## config.mk

```make
export PLATFORM = sky130hd
export DESIGN_NAME = dma_burst_sequencer
export DESIGN_NICKNAME = d
export VERILOG_FILES = /design/src/rtl/dma_burst_sequencer_pkg.sv /design/src/rtl/dma_burst_calc.sv /design/src/rtl/dma_burst_sequencer.sv
export SDC_FILE = /design/constraint.sdc
export NUM_CORES = 1
export LEC_CHECK = 0
export ABC_CLOCK_PERIOD_IN_PS = 16300
export CORE_MARGIN = 8
export CORE_UTILIZATION = 25
export DETAILED_ROUTE_END_ITERATION = 16
export DONT_BUFFER_PORTS = 1
export RECOVER_POWER = 50
export REMOVE_ABC_BUFFERS = 1
export SYNTH_ARGS = -nofsm -noshare
export SYNTH_HDL_FRONTEND = slang
export SYNTH_SLANG_ARGS = --single-unit
```

## constraint.sdc

```tcl
create_clock -name clk -period 16.3 [get_ports clk]
set_input_delay 2.445 -clock clk [delete_from_list [all_inputs] [get_ports clk]]
set_output_delay 2.445 -clock clk [all_outputs]
set_load 0.02 [all_outputs]
```

## src/rtl/dma_burst_sequencer_pkg.sv

```systemverilog
// dma_pkg: definitions shared by the DMA sequencer, bus master and slave block.
//   MAX_BURST       default maximum beats per burst
//   BOUNDARY_BYTES  bursts never cross an address boundary of this size
//   dma_seq_state_t burst sequencer FSM states
package dma_pkg;

    localparam int unsigned MAX_BURST      = 16;
    localparam int unsigned BOUNDARY_BYTES = 4096;

    typedef enum logic [2:0] {
        IDLE    = 3'd0,
        CALC    = 3'd1,
        RD_ADDR = 3'd2,
        RD_DATA = 3'd3,
        WR_ADDR = 3'd4,
        WR_RESP = 3'd5,
        DONE    = 3'd6
    } dma_seq_state_t;

endpackage

```

## src/rtl/dma_burst_calc.sv

```systemverilog
// dma_burst_calc: combinational burst size for the next read/write pair.
//   remaining  words left in the transfer
//   src_off    source address offset within its 4 KB page (word aligned)
//   dst_off    destination address offset within its 4 KB page (word aligned)
//   burst      min(remaining, MAX_BURST, words to source boundary,
//              words to destination boundary); >= 1 when remaining != 0
module dma_burst_calc #(
    parameter int unsigned LEN_W     = 32,
    parameter int unsigned MAX_BURST = 16
) (
    input  logic [LEN_W-1:0] remaining,
    input  logic [11:0]      src_off,
    input  logic [11:0]      dst_off,
    output logic [LEN_W-1:0] burst
);
    import dma_pkg::*;

    // 13 bits so that a page-aligned offset yields the full 4096-byte distance.
    logic [12:0] src_dist;
    logic [12:0] dst_dist;
    logic [12:0] lim;

    always_comb begin
        src_dist = (13'(BOUNDARY_BYTES) - {1'b0, src_off}) >> 2;
        dst_dist = (13'(BOUNDARY_BYTES) - {1'b0, dst_off}) >> 2;
        lim      = 13'(MAX_BURST);
        if (src_dist < lim) lim = src_dist;
        if (dst_dist < lim) lim = dst_dist;
        burst = (remaining < LEN_W'(lim)) ? remaining : LEN_W'(lim);
    end

endmodule

```

## src/rtl/dma_burst_sequencer.sv

```systemverilog
// dma_burst_sequencer: DMA control FSM. Latches DMASRC/DMADST/DMALEN on a
// rising edge of DMAEN and issues boundary-safe read/write burst pairs.
//   clk, rst                 clock, asynchronous active-high reset
//   DMAEN/DMASRC/DMADST/DMALEN  programming registers from the slave block
//   rd_req_*                 read burst request (valid/ready, addr, beats-1)
//   rd_beat_valid            one read beat landed in the master buffer
//   wr_req_*                 write burst request (valid/ready, addr, beats-1)
//   wr_resp_valid            write burst completed
//   busy                     transfer in progress (not IDLE/DONE)
//   DMA_interrupt            transfer done, held until DMAEN goes low
module dma_burst_sequencer #(
    parameter int unsigned ADDR_W    = 32,
    parameter int unsigned LEN_W     = 32,
    parameter int unsigned MAX_BURST = dma_pkg::MAX_BURST
) (
    input  logic              clk,
    input  logic              rst,
    input  logic              DMAEN,
    input  logic [ADDR_W-1:0] DMASRC,
    input  logic [ADDR_W-1:0] DMADST,
    input  logic [LEN_W-1:0]  DMALEN,
    output logic              rd_req_valid,
    input  logic              rd_req_ready,
    output logic [ADDR_W-1:0] rd_req_addr,
    output logic [3:0]        rd_req_len,
    input  logic              rd_beat_valid,
    output logic              wr_req_valid,
    input  logic              wr_req_ready,
    output logic [ADDR_W-1:0] wr_req_addr,
    output logic [3:0]        wr_req_len,
    input  logic              wr_resp_valid,
    output logic              busy,
    output logic              DMA_interrupt
);
    import dma_pkg::*;

    dma_seq_state_t    state;
    logic              dmaen_q;
    logic [ADDR_W-1:0] src;
    logic [ADDR_W-1:0] dst;
    logic [LEN_W-1:0]  remaining;
    logic [LEN_W-1:0]  burst;
    logic [LEN_W-1:0]  beat_cnt;
    logic [LEN_W-1:0]  calc_burst;
    logic [LEN_W-1:0]  rem_next;

    dma_burst_calc #(
        .LEN_W     (LEN_W),
        .MAX_BURST (MAX_BURST)
    ) u_calc (
        .remaining (remaining),
        .src_off   (src[11:0]),
        .dst_off   (dst[11:0]),
        .burst     (calc_burst)
    );

    always_comb begin
        rem_next = remaining - burst;
    end

    // Request outputs are loaded on entry to their address state so that
    // valid, addr and len all come straight from flops.
    always_ff @(posedge clk or posedge rst) begin
        if (rst) begin
            state         <= IDLE;
            dmaen_q       <= 1'b0;
            src           <= '0;
            dst           <= '0;
            remaining     <= '0;
            burst         <= '0;
            beat_cnt      <= '0;
            rd_req_valid  <= 1'b0;
            rd_req_addr   <= '0;
            rd_req_len    <= '0;
            wr_req_valid  <= 1'b0;
            wr_req_addr   <= '0;
            wr_req_len    <= '0;
            busy          <= 1'b0;
            DMA_interrupt <= 1'b0;
        end else begin
            dmaen_q <= DMAEN;
            case (state)
                IDLE: begin
                    if (DMAEN && !dmaen_q) begin
                        // Word-align the programmed addresses.
                        src       <= DMASRC & ~ADDR_W'(3);
                        dst       <= DMADST & ~ADDR_W'(3);
                        remaining <= DMALEN;
                        if (DMALEN == '0) begin
                            state         <= DONE;
                            DMA_interrupt <= 1'b1;
                        end else begin
                            state <= CALC;
                            busy  <= 1'b1;
                        end
                    end
                end
                CALC: begin
                    burst        <= calc_burst;
                    rd_req_valid <= 1'b1;
                    rd_req_addr  <= src;
                    rd_req_len   <= calc_burst[3:0] - 4'd1;
                    state        <= RD_ADDR;
                end
                RD_ADDR: begin
                    if (rd_req_ready) begin
                        rd_req_valid <= 1'b0;
                        beat_cnt     <= '0;
                        state        <= RD_DATA;
                    end
                end
                RD_DATA: begin
                    if (rd_beat_valid) begin
                        if (beat_cnt + LEN_W'(1) == burst) begin
                            wr_req_valid <= 1'b1;
                            wr_req_addr  <= dst;
                            wr_req_len   <= burst[3:0] - 4'd1;
                            state        <= WR_ADDR;
                        end else begin
                            beat_cnt <= beat_cnt + LEN_W'(1);
                        end
                    end
                end
                WR_ADDR: begin
                    if (wr_req_ready) begin
                        wr_req_valid <= 1'b0;
                        state        <= WR_RESP;
                    end
                end
                WR_RESP: begin
                    if (wr_resp_valid) begin
                        src       <= src + ADDR_W'(burst << 2);
                        dst       <= dst + ADDR_W'(burst << 2);
                        remaining <= rem_next;
                        if (rem_next == '0) begin
                            state         <= DONE;
                            busy          <= 1'b0;
                            DMA_interrupt <= 1'b1;
                        end else begin
                            state <= CALC;
                        end
                    end
                end
                DONE: begin
                    if (!DMAEN) begin
                        state         <= IDLE;
                        DMA_interrupt <= 1'b0;
                    end
                end
                default: begin
                    state <= IDLE;
                end
            endcase
        end
    end

endmodule

```

==> flow_summary.ini <==
[outcome]
status = finished with violations
violations = capacitance limit, slew limit

[synthesis]
syn_inst = 2095
ys_ff_latch = 232
synthSimpleGateAreaFrac = 0.233
synth_edf_count = 0
syn_area_mm2 = 0.0173
synth_compound_area_frac = 0.201
synth.mux.area_fraction = 0.0387
synth-adder-area-share = 0.0876
synth_top_family_by_area = simple AND/OR/NAND/NOR gates
synthFlopType = dfrtp_1
yosysWarnings = 0
yosysUniqueCellTypes = 87
synth_xor_area_frac = 0.0599
avgSynthCellArea_um2 = 8.24
seq_area_frac_synth = 0.337
async_reset_ff_frac = 1.00

[cells_and_area]
synthToLayoutAreaGrowth_pct = 9.73
fill_cells = 7361
drive_above_1_share = 0.0577
multiInputGateArea_mm2 = 0.0108
postLayoutCoreUtil = 0.276
nNetsFinal = 2266
regArea_mm2 = 0.00581

[clocking]
cts_hold_buf = 0
cts-resized-gates = 0
ctsHtreeMaxLevel = 1
cts-root-buf = clkbuf_16
clock_latency_ps = 560
numCtsBuffers = 26
cts_setup_buffers = 0
cts_tree = done
clkSinkCount = 232
clockBufferDepth = 3
clk_pin_slew_ps = 60

[timing]
setup_viol = 0
finalHoldViolations = 0
max_freq_mhz = 155
worstMarginPinSlew_ps = 3620
period_minus_slack_ps = 6470
drv_slew = 136
finClkSkew_ps = 14.8
slew_headroom = -1.42
post-route-period-util = 0.397
fin_tns_setup_ps = 0
finalWorstSetupSlack_ps = 9830
grt_setup_unrepaired = no

[routing]
drtPass1Iterations = 8
vias = 15100
antenna_left = 0
drt-total-wl_um = 56000
drc = 0
vias_per_cell = 5.11
drt_iter0_markers = 907
routedWlPerCell_um = 19.0

[floorplanning]
die_h_um = 279
io-pin-count = 179
die_area_mm2 = 0.0777
rows = 96
start_util = 0.252
die_x_um = 279
core_mm2 = 0.0685

[power_and_ir_drop]
cellLeakagePower_nw = 8.23
power_density_mw_per_mm2 = 175
ir_drop_uv = 72.3

[setup_path]
r2r_start = src[2]
crit_start = src[2]
reg2reg_setup_slack_ps = 9830
crit_type = reg -> reg
required_ps = 16690
end_kind = flip-flop
r2r_cells = 23
crit_path_end = rd_req_len[2]
regToRegEndpoint = rd_req_len[2]
cp_max_fo = 20
crit_arrival_ps = 6860
start_kind = flip-flop

[worst_hold_path]
worstHoldPathType = reg -> reg

[global_routing]
grt_overflow = 0
grt_max_degree = 158
grtUsageTotal = 0.139
antenna_found_initial = 1
grt_pass1_wl_um = 87400
grt_pass1_vias = 14800

[place]
io_buffers = 0
place_ws_ps = 9680
dpl.hpwl_um = 42200
gp_congestion = 0.884

[job]
drv_cap = 2
-- metrics by stage --
stage	cell area, um^2	cells	hold WS, ps	total power [mW]
finish	18900	2946	520	3.31
global route	18900	2946	543	3.60
CTS	18900	2945	527	3.33
detailed placement	18100	2898	505	2.69
global placement	18100	2898	502	2.68
floorplan	16800	2004	467	2.24
-- Yosys cell counts (48+ instances only) --
cell / count / area share
dfrtp_1: 232 / 0.34
ha_1: 116 / 0.084
xor2_1: 48 / 0.024
o21ai_0: 135 / 0.039
a31oi_1: 51 / 0.018
a21oi_1: 155 / 0.045
inv_1: 77 / 0.017
nand3_1: 61 / 0.018
nor2_1: 189 / 0.041
xnor2_1: 70 / 0.036
clkbuf_1: 67 / 0.015
nand2_1: 333 / 0.072
-- cell usage in the layout (no fill, tap or decap), types with 9 or more instances in the layout --
master     instances
nand2_1          332
dfrtp_1          232
nor2_1           188
a21oi_1          154
o21ai_0          135
ha_1             116
inv_1             76
xnor2_1           70
nand3_1           61
a31oi_1           51
xor2_1            48
a21o_1            44
nor3_1            43
nor4_1            32
clkbuf_16         27
mux2_4            25
nand4_1           24
o21a_1            22
a211oi_1          21
or3_1             20
nor2b_1           19
and3_1            19
mux2i_1           19
o211ai_1          14
o21bai_1          14
and4_1            13
and2_1            12
nand2b_1          11
o31ai_1           11
conb_1            10
buf_4             10
o22ai_1            9
or4_1              9
o21ai_1            9
-- report_power, final --
part	internal, mW	switching, mW
registers	0.746	0.281
logic	0.672	0.997
clock network	0.356	0.255
-- critical path, cell delays in order (launching register included) --
cell and delay, ps:
dfrtp_1 440, inv_1 120, ha_1 230, or4_1 400, a211o_1 280, a21oi_1 450, nand2_1 140, ha_1 320
a2111oi_0 350, o21ai_1 130, a21oi_1 140, buf_4 220, nand2_1 120, ha_1 220, nor4_1 340, nand4_1 130
nor4_1 580, o2111ai_1 260, a2bb2oi_1 180, a21bo_2 480, mux2i_1 320, ha_1 200, xor2_1 140, o21ai_0 100
-- layer usage --
metal	share of wire	vias up	GRT usage
met5	0	-	0
met4	0.025	0	0.0394
met3	0.055	67	0.0280
met2	0.49	302	0.243
met1	0.43	7248	0.174
li1	-	7446	-
-- registers in the layout, indices dropped and copies added (netlist names) --
| signal | cells |
|---|---|
| rd_req_valid | 1 |
| remaining | 32 |
| beat_cnt | 32 |
| rd_req_addr | 30 |
| DMA_interrupt | 1 |
| wr_req_len | 4 |
| wr_req_addr | 30 |
| dst | 30 |
| rd_req_len | 4 |
| burst | 32 |
| state | 3 |
| dmaen_q | 1 |
| src | 30 |
| busy | 1 |
| wr_req_valid | 1 |
-- logic make-up after synthesis --
group | after synthesis
muxes | 53
other | 2
and+or+nand+nor | 838
AOI/OAI and AO/OA | 556
adders and majority gates | 119
buffers and inverters | 177
xor gates and xnor gates | 118
DFF | 232
-- worst min path at each step --
stage                       start         endpoint  slack (ps)  cells past startpoint
after global placement    src[28]  rd_req_addr[28]         500                      2
after detailed placement  src[16]  rd_req_addr[16]         510                      2
final                     src[27]  rd_req_addr[27]         520                      2
after CTS                 src[16]          src[16]         530                      2
after floorplan           src[12]  rd_req_addr[12]         470                      2
after global routing      src[27]  rd_req_addr[27]         540                      2
-- area by class of cell --
type                            count  share of cell area
Clock buffer                       35              0.0378
Antenna cell                        1            0.000132
Inverter                           78              0.0155
Multi-Input combinational cell   1694               0.569
Timing Repair Buffer               12             0.00522
Clock inverter                     12             0.00760
Sequential cell                   232               0.307
Tap cell                          882              0.0583
(Power assumes the default switching activity.)
